$ cat config.mk
export PLATFORM = sky130hd
export DESIGN_NAME = pwm_duty_decoder
export DESIGN_NICKNAME = d
export VERILOG_FILES = /design/src/rtl/pwm_duty_decoder.sv
export SDC_FILE = /design/constraint.sdc
export NUM_CORES = 1
export LEC_CHECK = 0
export ABC_AREA = 0
export BUFFER_PORTS_ARGS = -buffer_cell sky130_fd_sc_hd__buf_2
export CORE_MARGIN = 5
export CORE_UTILIZATION = 60
export DETAILED_ROUTE_END_ITERATION = 8
export GPL_ROUTABILITY_DRIVEN = 0
export PLACE_DENSITY = 0.87
export SLEW_MARGIN = 20
export SYNTH_ARGS = -nofsm -noshare
export SYNTH_HDL_FRONTEND = slang
export SYNTH_SLANG_ARGS = --single-unit
$ cat constraint.sdc
create_clock -name clk -period 1.6 [get_ports clk]
set_clock_uncertainty 0.2 [all_clocks]
set_input_delay 0.32 -clock clk [delete_from_list [all_inputs] [get_ports clk]]
set_output_delay 0.32 -clock clk [all_outputs]
set_load 0.005 [all_outputs]
$ cat src/rtl/pwm_duty_decoder.sv
// pwm_duty_decoder: recovers a 4-bit PWM duty level from a sampled waveform.
// Ports: clk, rst (async high), pwm_in (async) -> duty, duty_valid, period_err, full_on, locked.
module pwm_duty_decoder #(
  parameter int unsigned PERIOD = 16,
  parameter int unsigned TOL    = 0,
  parameter int unsigned CNT_W  = 8
) (
  input  logic       clk,
  input  logic       rst,
  input  logic       pwm_in,
  output logic [3:0] duty,
  output logic       duty_valid,
  output logic       period_err,
  output logic       full_on,
  output logic       locked
);

  typedef enum logic [1:0] {
    SEEK,
    HIGH,
    LOW
  } state_t;

  localparam logic [CNT_W-1:0] CNT_ONE  = CNT_W'(1);
  localparam logic [CNT_W-1:0] CNT_MAX  = '1;
  localparam logic [CNT_W-1:0] IDLE_MAX = CNT_W'(2 * PERIOD);
  localparam logic [CNT_W-1:0] IDLE_PRE = CNT_W'(2 * PERIOD - 1);
  localparam logic [CNT_W-1:0] DUTY_SAT = CNT_W'(15);
  localparam int unsigned PER_LO = (PERIOD > TOL) ? PERIOD - TOL : 0;
  localparam int unsigned PER_HI = PERIOD + TOL;

  // Reset asserts at once, releases two clocks later.
  logic rst_meta_q;
  logic rst_sync_q;

  always_ff @(posedge clk or posedge rst) begin
    if (rst) begin
      rst_meta_q <= 1'b1;
      rst_sync_q <= 1'b1;
    end else begin
      rst_meta_q <= 1'b0;
      rst_sync_q <= rst_meta_q;
    end
  end

  logic             sync1_q;
  logic             pwm_s_q;
  logic             pwm_d_q;
  state_t           state_q, state_d;
  logic [CNT_W-1:0] hi_cnt_q, hi_cnt_d;
  logic [CNT_W-1:0] per_cnt_q, per_cnt_d;
  logic [CNT_W-1:0] idle_cnt_q, idle_cnt_d;
  logic [3:0]       duty_q, duty_d;
  logic             duty_valid_q, duty_valid_d;
  logic             period_err_q, period_err_d;
  logic             full_on_q, full_on_d;
  logic             locked_q, locked_d;

  logic             rise;
  logic             fall;
  logic             any_edge;
  logic             timeout;
  logic             per_ok;
  logic [31:0]      per_ext;
  logic [CNT_W-1:0] hi_inc;
  logic [CNT_W-1:0] per_inc;
  logic [3:0]       hi_duty;

  assign rise     = pwm_s_q & ~pwm_d_q;
  assign fall     = ~pwm_s_q & pwm_d_q;
  assign any_edge = rise | fall;
  // Fires once on the cycle idle_cnt reaches its ceiling; an edge wins.
  assign timeout  = ~any_edge & (idle_cnt_q == IDLE_PRE);
  assign per_ext  = 32'(per_cnt_q);
  assign per_ok   = (per_ext >= PER_LO) & (per_ext <= PER_HI);
  assign hi_inc   = (hi_cnt_q == CNT_MAX) ? hi_cnt_q : hi_cnt_q + CNT_ONE;
  assign per_inc  = (per_cnt_q == CNT_MAX) ? per_cnt_q : per_cnt_q + CNT_ONE;
  assign hi_duty  = (hi_cnt_q >= DUTY_SAT) ? 4'd15 : hi_cnt_q[3:0];

  always_comb begin
    state_d      = state_q;
    hi_cnt_d     = hi_cnt_q;
    per_cnt_d    = per_cnt_q;
    idle_cnt_d   = idle_cnt_q;
    duty_d       = duty_q;
    duty_valid_d = 1'b0;
    period_err_d = 1'b0;
    full_on_d    = full_on_q;
    locked_d     = locked_q;

    if (any_edge) begin
      idle_cnt_d = '0;
    end else if (idle_cnt_q != IDLE_MAX) begin
      idle_cnt_d = idle_cnt_q + CNT_ONE;
    end

    unique case (state_q)
      SEEK: begin
        if (rise) begin
          state_d   = HIGH;
          hi_cnt_d  = CNT_ONE;
          per_cnt_d = CNT_ONE;
        end
      end
      HIGH: begin
        if (fall) begin
          state_d   = LOW;
          per_cnt_d = per_inc;
        end else if (pwm_s_q) begin
          hi_cnt_d  = hi_inc;
          per_cnt_d = per_inc;
        end
      end
      LOW: begin
        if (rise) begin
          if (per_ok) begin
            duty_d       = hi_duty;
            duty_valid_d = 1'b1;
            locked_d     = 1'b1;
            full_on_d    = 1'b0;
          end else begin
            period_err_d = 1'b1;
            locked_d     = 1'b0;
          end
          state_d   = HIGH;
          hi_cnt_d  = CNT_ONE;
          per_cnt_d = CNT_ONE;
        end else begin
          per_cnt_d = per_inc;
        end
      end
      default: begin
        state_d = SEEK;
      end
    endcase

    // Timeout excludes an edge, so no period closed this cycle.
    if (timeout) begin
      duty_d       = pwm_s_q ? 4'd15 : 4'd0;
      full_on_d    = pwm_s_q;
      duty_valid_d = 1'b1;
      locked_d     = 1'b1;
      state_d      = SEEK;
    end
  end

  always_ff @(posedge clk or posedge rst_sync_q) begin
    if (rst_sync_q) begin
      sync1_q      <= 1'b0;
      pwm_s_q      <= 1'b0;
      pwm_d_q      <= 1'b0;
      state_q      <= SEEK;
      hi_cnt_q     <= '0;
      per_cnt_q    <= '0;
      idle_cnt_q   <= '0;
      duty_q       <= '0;
      duty_valid_q <= 1'b0;
      period_err_q <= 1'b0;
      full_on_q    <= 1'b0;
      locked_q     <= 1'b0;
    end else begin
      sync1_q      <= pwm_in;
      pwm_s_q      <= sync1_q;
      pwm_d_q      <= pwm_s_q;
      state_q      <= state_d;
      hi_cnt_q     <= hi_cnt_d;
      per_cnt_q    <= per_cnt_d;
      idle_cnt_q   <= idle_cnt_d;
      duty_q       <= duty_d;
      duty_valid_q <= duty_valid_d;
      period_err_q <= period_err_d;
      full_on_q    <= full_on_d;
      locked_q     <= locked_d;
    end
  end

  assign duty       = duty_q;
  assign duty_valid = duty_valid_q;
  assign period_err = period_err_q;
  assign full_on    = full_on_q;
  assign locked     = locked_q;

endmodule

==> impl_metrics.tcl, run 1 <==
set metrics [dict create \
    haltStage "4_1_cts" \
    die_w_um 69.9 \
    cts-htree-levels 2 \
    cts-root-buf "clkbuf_4" \
    syn_inst 216 \
    synth_cell_types 48 \
    post-dp-hpwl_mm 4.40 \
    synth-seq-cells 39 \
    syn-num-nets 233 \
    post-place-ws_ps -530 \
    initial_utilization 0.634 \
    cts_hold_buf 3 \
    dpl.cell_count 333 \
    synth_edf_count 0 \
    numCtsBuffers 5 \
    synth.avg_cell_area_um2 9.95 \
    syn-cell-area_um2 2150 \
    cts_sinks 39 \
    portBuffers 10 \
    async_flop_share 1.00 \
    yosysWarningCount 0 \
    die_y_um 69.9 \
    synth_flop_cell "dfrtp_1" \
    ios 11 \
    status "stopped before the end" \
    firstError "[ERROR DPL-0038] Utilization greater than 100%, impossible to legalize" \
    cts_resized 77 \
    clockBufferDepth 2 \
    post_cts_buffers 22 \
    seq_area_frac_synth 0.455 \
    rows 21 \
]
-- kinds of logic after synthesis --
group | after synthesis | synth area share
compound gates | 50 | 0.159
xor+xnor | 4 | 0.0163
fa+ha+maj | 14 | 0.0815
buf+inv | 21 | 0.0390
flops | 39 | 0.455
mux | 7 | 0.0373
other cells | 1 | 0.00174
simple gates | 80 | 0.210
-- synthesized netlist by cell type (4+ instances only) --
master,instances,area share
nand2_1,6,0.010
inv_1,16,0.028
nand2b_1,5,0.015
o22ai_1,5,0.015
nor2_1,17,0.030
o21ai_0,6,0.014
a31oi_1,5,0.015
nor4_1,5,0.015
dfrtp_1,37,0.43
nand3_1,12,0.028
ha_1,14,0.081
mux2i_1,5,0.023
and3_1,7,0.020
a21oi_1,12,0.028
or2_2,4,0.012
or3_1,5,0.015
-- through the flow --
step	util	hold WS [ps]	cell area (um^2)
after floorplan	-	31.5	2320
after global placement	0.852	-43.4	2890
after detailed placement	0.852	-40.2	2890
==> run 2: changes to the inputs <==
--- a/config.mk
+++ b/config.mk
@@ -8,10 +8,10 @@
 export ABC_AREA = 0
 export BUFFER_PORTS_ARGS = -buffer_cell sky130_fd_sc_hd__buf_2
 export CORE_MARGIN = 5
-export CORE_UTILIZATION = 60
+export CORE_UTILIZATION = 40
 export DETAILED_ROUTE_END_ITERATION = 8
 export GPL_ROUTABILITY_DRIVEN = 0
-export PLACE_DENSITY = 0.87
+export PLACE_DENSITY_LB_ADDON = 0.15
 export SLEW_MARGIN = 20
 export SYNTH_ARGS = -nofsm -noshare
 export SYNTH_HDL_FRONTEND = slang
==> impl_metrics.tcl, run 2 <==
set metrics [dict create \
    startpoint_type "register" \
    path_class "reg -> reg" \
    synth_edf_count 0 \
    ios 11 \
    worst_ep_arrival_time_ps 2020 \
    cts-root-buf "clkbuf_8" \
    antenna_found_initial 0 \
    synth_commonest_cells "37 x dfrtp_1, 17 x nor2_1, 16 x inv_1" \
    synth-seq-cells 39 \
    avgViaCountPerCell 5.31 \
    cp_slowest_cell "dfrtp_2" \
    tritoncts "yes" \
    path_max_fanout 5 \
    synth_flop_cell "dfrtp_1" \
    clockBufferDepth 2 \
    clk_pin_slew_ps 80 \
    portBuffers 10 \
    fin_nets 336 \
    final_antenna_net_count 0 \
    rsz0062_at_grt "true" \
    dpl.cell_count 364 \
    regArea_um2 982 \
    most-common-layout-cells "72 x buf_4, 34 x dfrtp_1, 16 x buf_6" \
    yosysTopAreaCell "dfrtp_1" \
    post-dp-hpwl_mm 4.06 \
    largestRegisters "hi_cnt_q: 8 flops, idle_cnt_q: 8 flops, per_cnt_q: 8 flops" \
    vdd_drop_max_v 0.000718 \
    fillCellCount 384 \
    yosysMostFrequentCell "dfrtp_1" \
    syn2layout_area_growth_pct 63.9 \
    synth_cell_types 48 \
    wire_per_inst_um 15.7 \
    synth.avg_cell_area_um2 9.95 \
    clk-insertion-delay-late_ps 300 \
    slew_violations 0 \
    fin_cells 390 \
    fin_util 0.681 \
    m1WireLength_mm 2.73 \
    failed_checks "negative setup slack" \
    grtUsageTotal 0.173 \
    setup_tns_ps -7000 \
    synth.top_cell.area_share 0.431 \
    grt_max_degree 24 \
    die_y_um 83.3 \
    grt_pass1_vias 2102 \
    drt-total-wl_mm 6.11 \
    period_share 1.25 \
    die_w_um 83.3 \
    via_count 2070 \
    syn-num-nets 233 \
    hold_ws_ps 74.0 \
    drive_above_1_share 0.556 \
    end_kind "register" \
    antennaDiodeCount 0 \
    cts-htree-levels 2 \
    seq_area_frac_synth 0.455 \
    max-cap-violations 0 \
    fin_crit_ps 1990 \
    multi_input_area_um2 1490 \
    mostFrequentLayoutCell "buf_4" \
    die_area_um2 6940 \
    syn-cell-area_um2 2150 \
    dr_wl_met3_um 137 \
    met2_length_mm 3.19 \
    ys_top_cells_by_area "dfrtp_1 43%, ha_1 8.1%, nor2_1 3.0%" \
    critical_path_required_ps 1620 \
    fin_ws_ps -394 \
    rows 26 \
    numCtsBuffers 5 \
    drc 0 \
    status "finished, violations left" \
    overflow 0 \
    drt_iter0_markers 87 \
    syn_inst 216 \
    routed.top_layer "met4" \
    timing.fmax_ghz 0.502 \
    initial_utilization 0.416 \
    grt_pass1_wl_mm 9.84 \
    async_flop_share 1.00 \
    dr.pass1.iters 4 \
    hold_viol_final 0 \
    worstPathCellList "inv_4 -> ha_4 -> nor2b_4 -> a211o_1 -> buf_6 -> or3_1 -> a21oi_1" \
    p_leak_nw 1.64 \
    ff2ff_setup_slack_ps -390 \
    design.core.area_um2 5170 \
    max_stage_delay_ps 440 \
    power.density_nw_per_um2 1430 \
    cts_sinks 39 \
    yosysWarningCount 0 \
    setup_viol 25 \
    hold_class "reg -> async" \
]
## run 2: cell counts after synthesis
No cell type changed its count.
## run 2: area by class of cell
class / instances / area share
Timing Repair Buffer: 101 / 0.230
Inverter: 16 / 0.0178
Sequential cell: 39 / 0.279
Tap cell: 70 / 0.0249
Multi-Input combinational cell: 156 / 0.423
Clock buffer: 5 / 0.0195
Clock inverter: 3 / 0.00568
## run 2: routing by layer
layer / global-route usage / up-vias
met4: 0.0461 / 0
met5: 0 / -
li1: - / 1003
met2: 0.299 / 22
met3: 0.0317 / 4
met1: 0.221 / 1041
## run 2: critical path, delay by kind of cell, from the launching register on
family	cells	cell delay, ps
AO/OA/AOI/OAI	2	430
adder cells (fa/ha/maj)	1	160
buffers and inverters	2	230
flip-flops	1	440
AND/OR/NAND/NOR	2	460
## run 2: cells by family after synthesis
logic type | after synthesis | synth area share
and+or+nand+nor | 80 | 0.210
muxes | 7 | 0.0373
AOI/OAI and AO/OA | 50 | 0.159
other | 1 | 0.00174
DFF | 39 | 0.455
xor gates and xnor gates | 4 | 0.0163
buffers and inverters | 21 | 0.0390
adders and majority gates | 14 | 0.0815
## run 2: per-stage QoR
stage	area [um^2]	worst slack [ps]	power, mW
after floorplan	2320	-423	2.68
after global placement	2960	-429	3.60
after detailed placement	2960	-418	3.63
after CTS	3340	-381	4.73
after global routing	3520	-451	5.35
final	3520	-394	5.03
## run 2: worst paths after layout
check	to	depth (start not counted)	start
worst min-delay path	per_cnt_q[3]$_DFFE_PP0P_	2	rst_sync_q$_DFF_PP1_
worst max register to register	per_cnt_q[2]$_DFFE_PP0P_	7	state_q[1]$_DFFE_PP0P_
worst max-delay path	per_cnt_q[2]$_DFFE_PP0P_	7	state_q[1]$_DFFE_PP0P_
worst min register to register	per_cnt_q[3]$_DFFE_PP0P_	2	rst_sync_q$_DFF_PP1_
min in group clk	rst_sync_q$_DFF_PP1_	0	rst_meta_q$_DFF_PP1_
max in group asynchronous	rst_meta_q$_DFF_PP1_	3	rst
## run 2: report_power, final
part	leakage [nW]	internal (mW)	switching, mW	total [mW]
Clock	0.0402	0.304	0.379	0.682
Combinational	1.09	1.62	1.47	3.09
Sequential	0.510	1.14	0.125	1.26
## run 2: repair_timing
item                                    in CTS  in global routing
endpoints found under the hold margin        3                  0
pin swaps                                   25                 21
hold buffers                                 2                  0
endpoints found under the setup margin      28                 29
setup buffers                               10                  7
resized for setup                           43                 27
No activity file was read; power rests on OpenSTA's default activity.
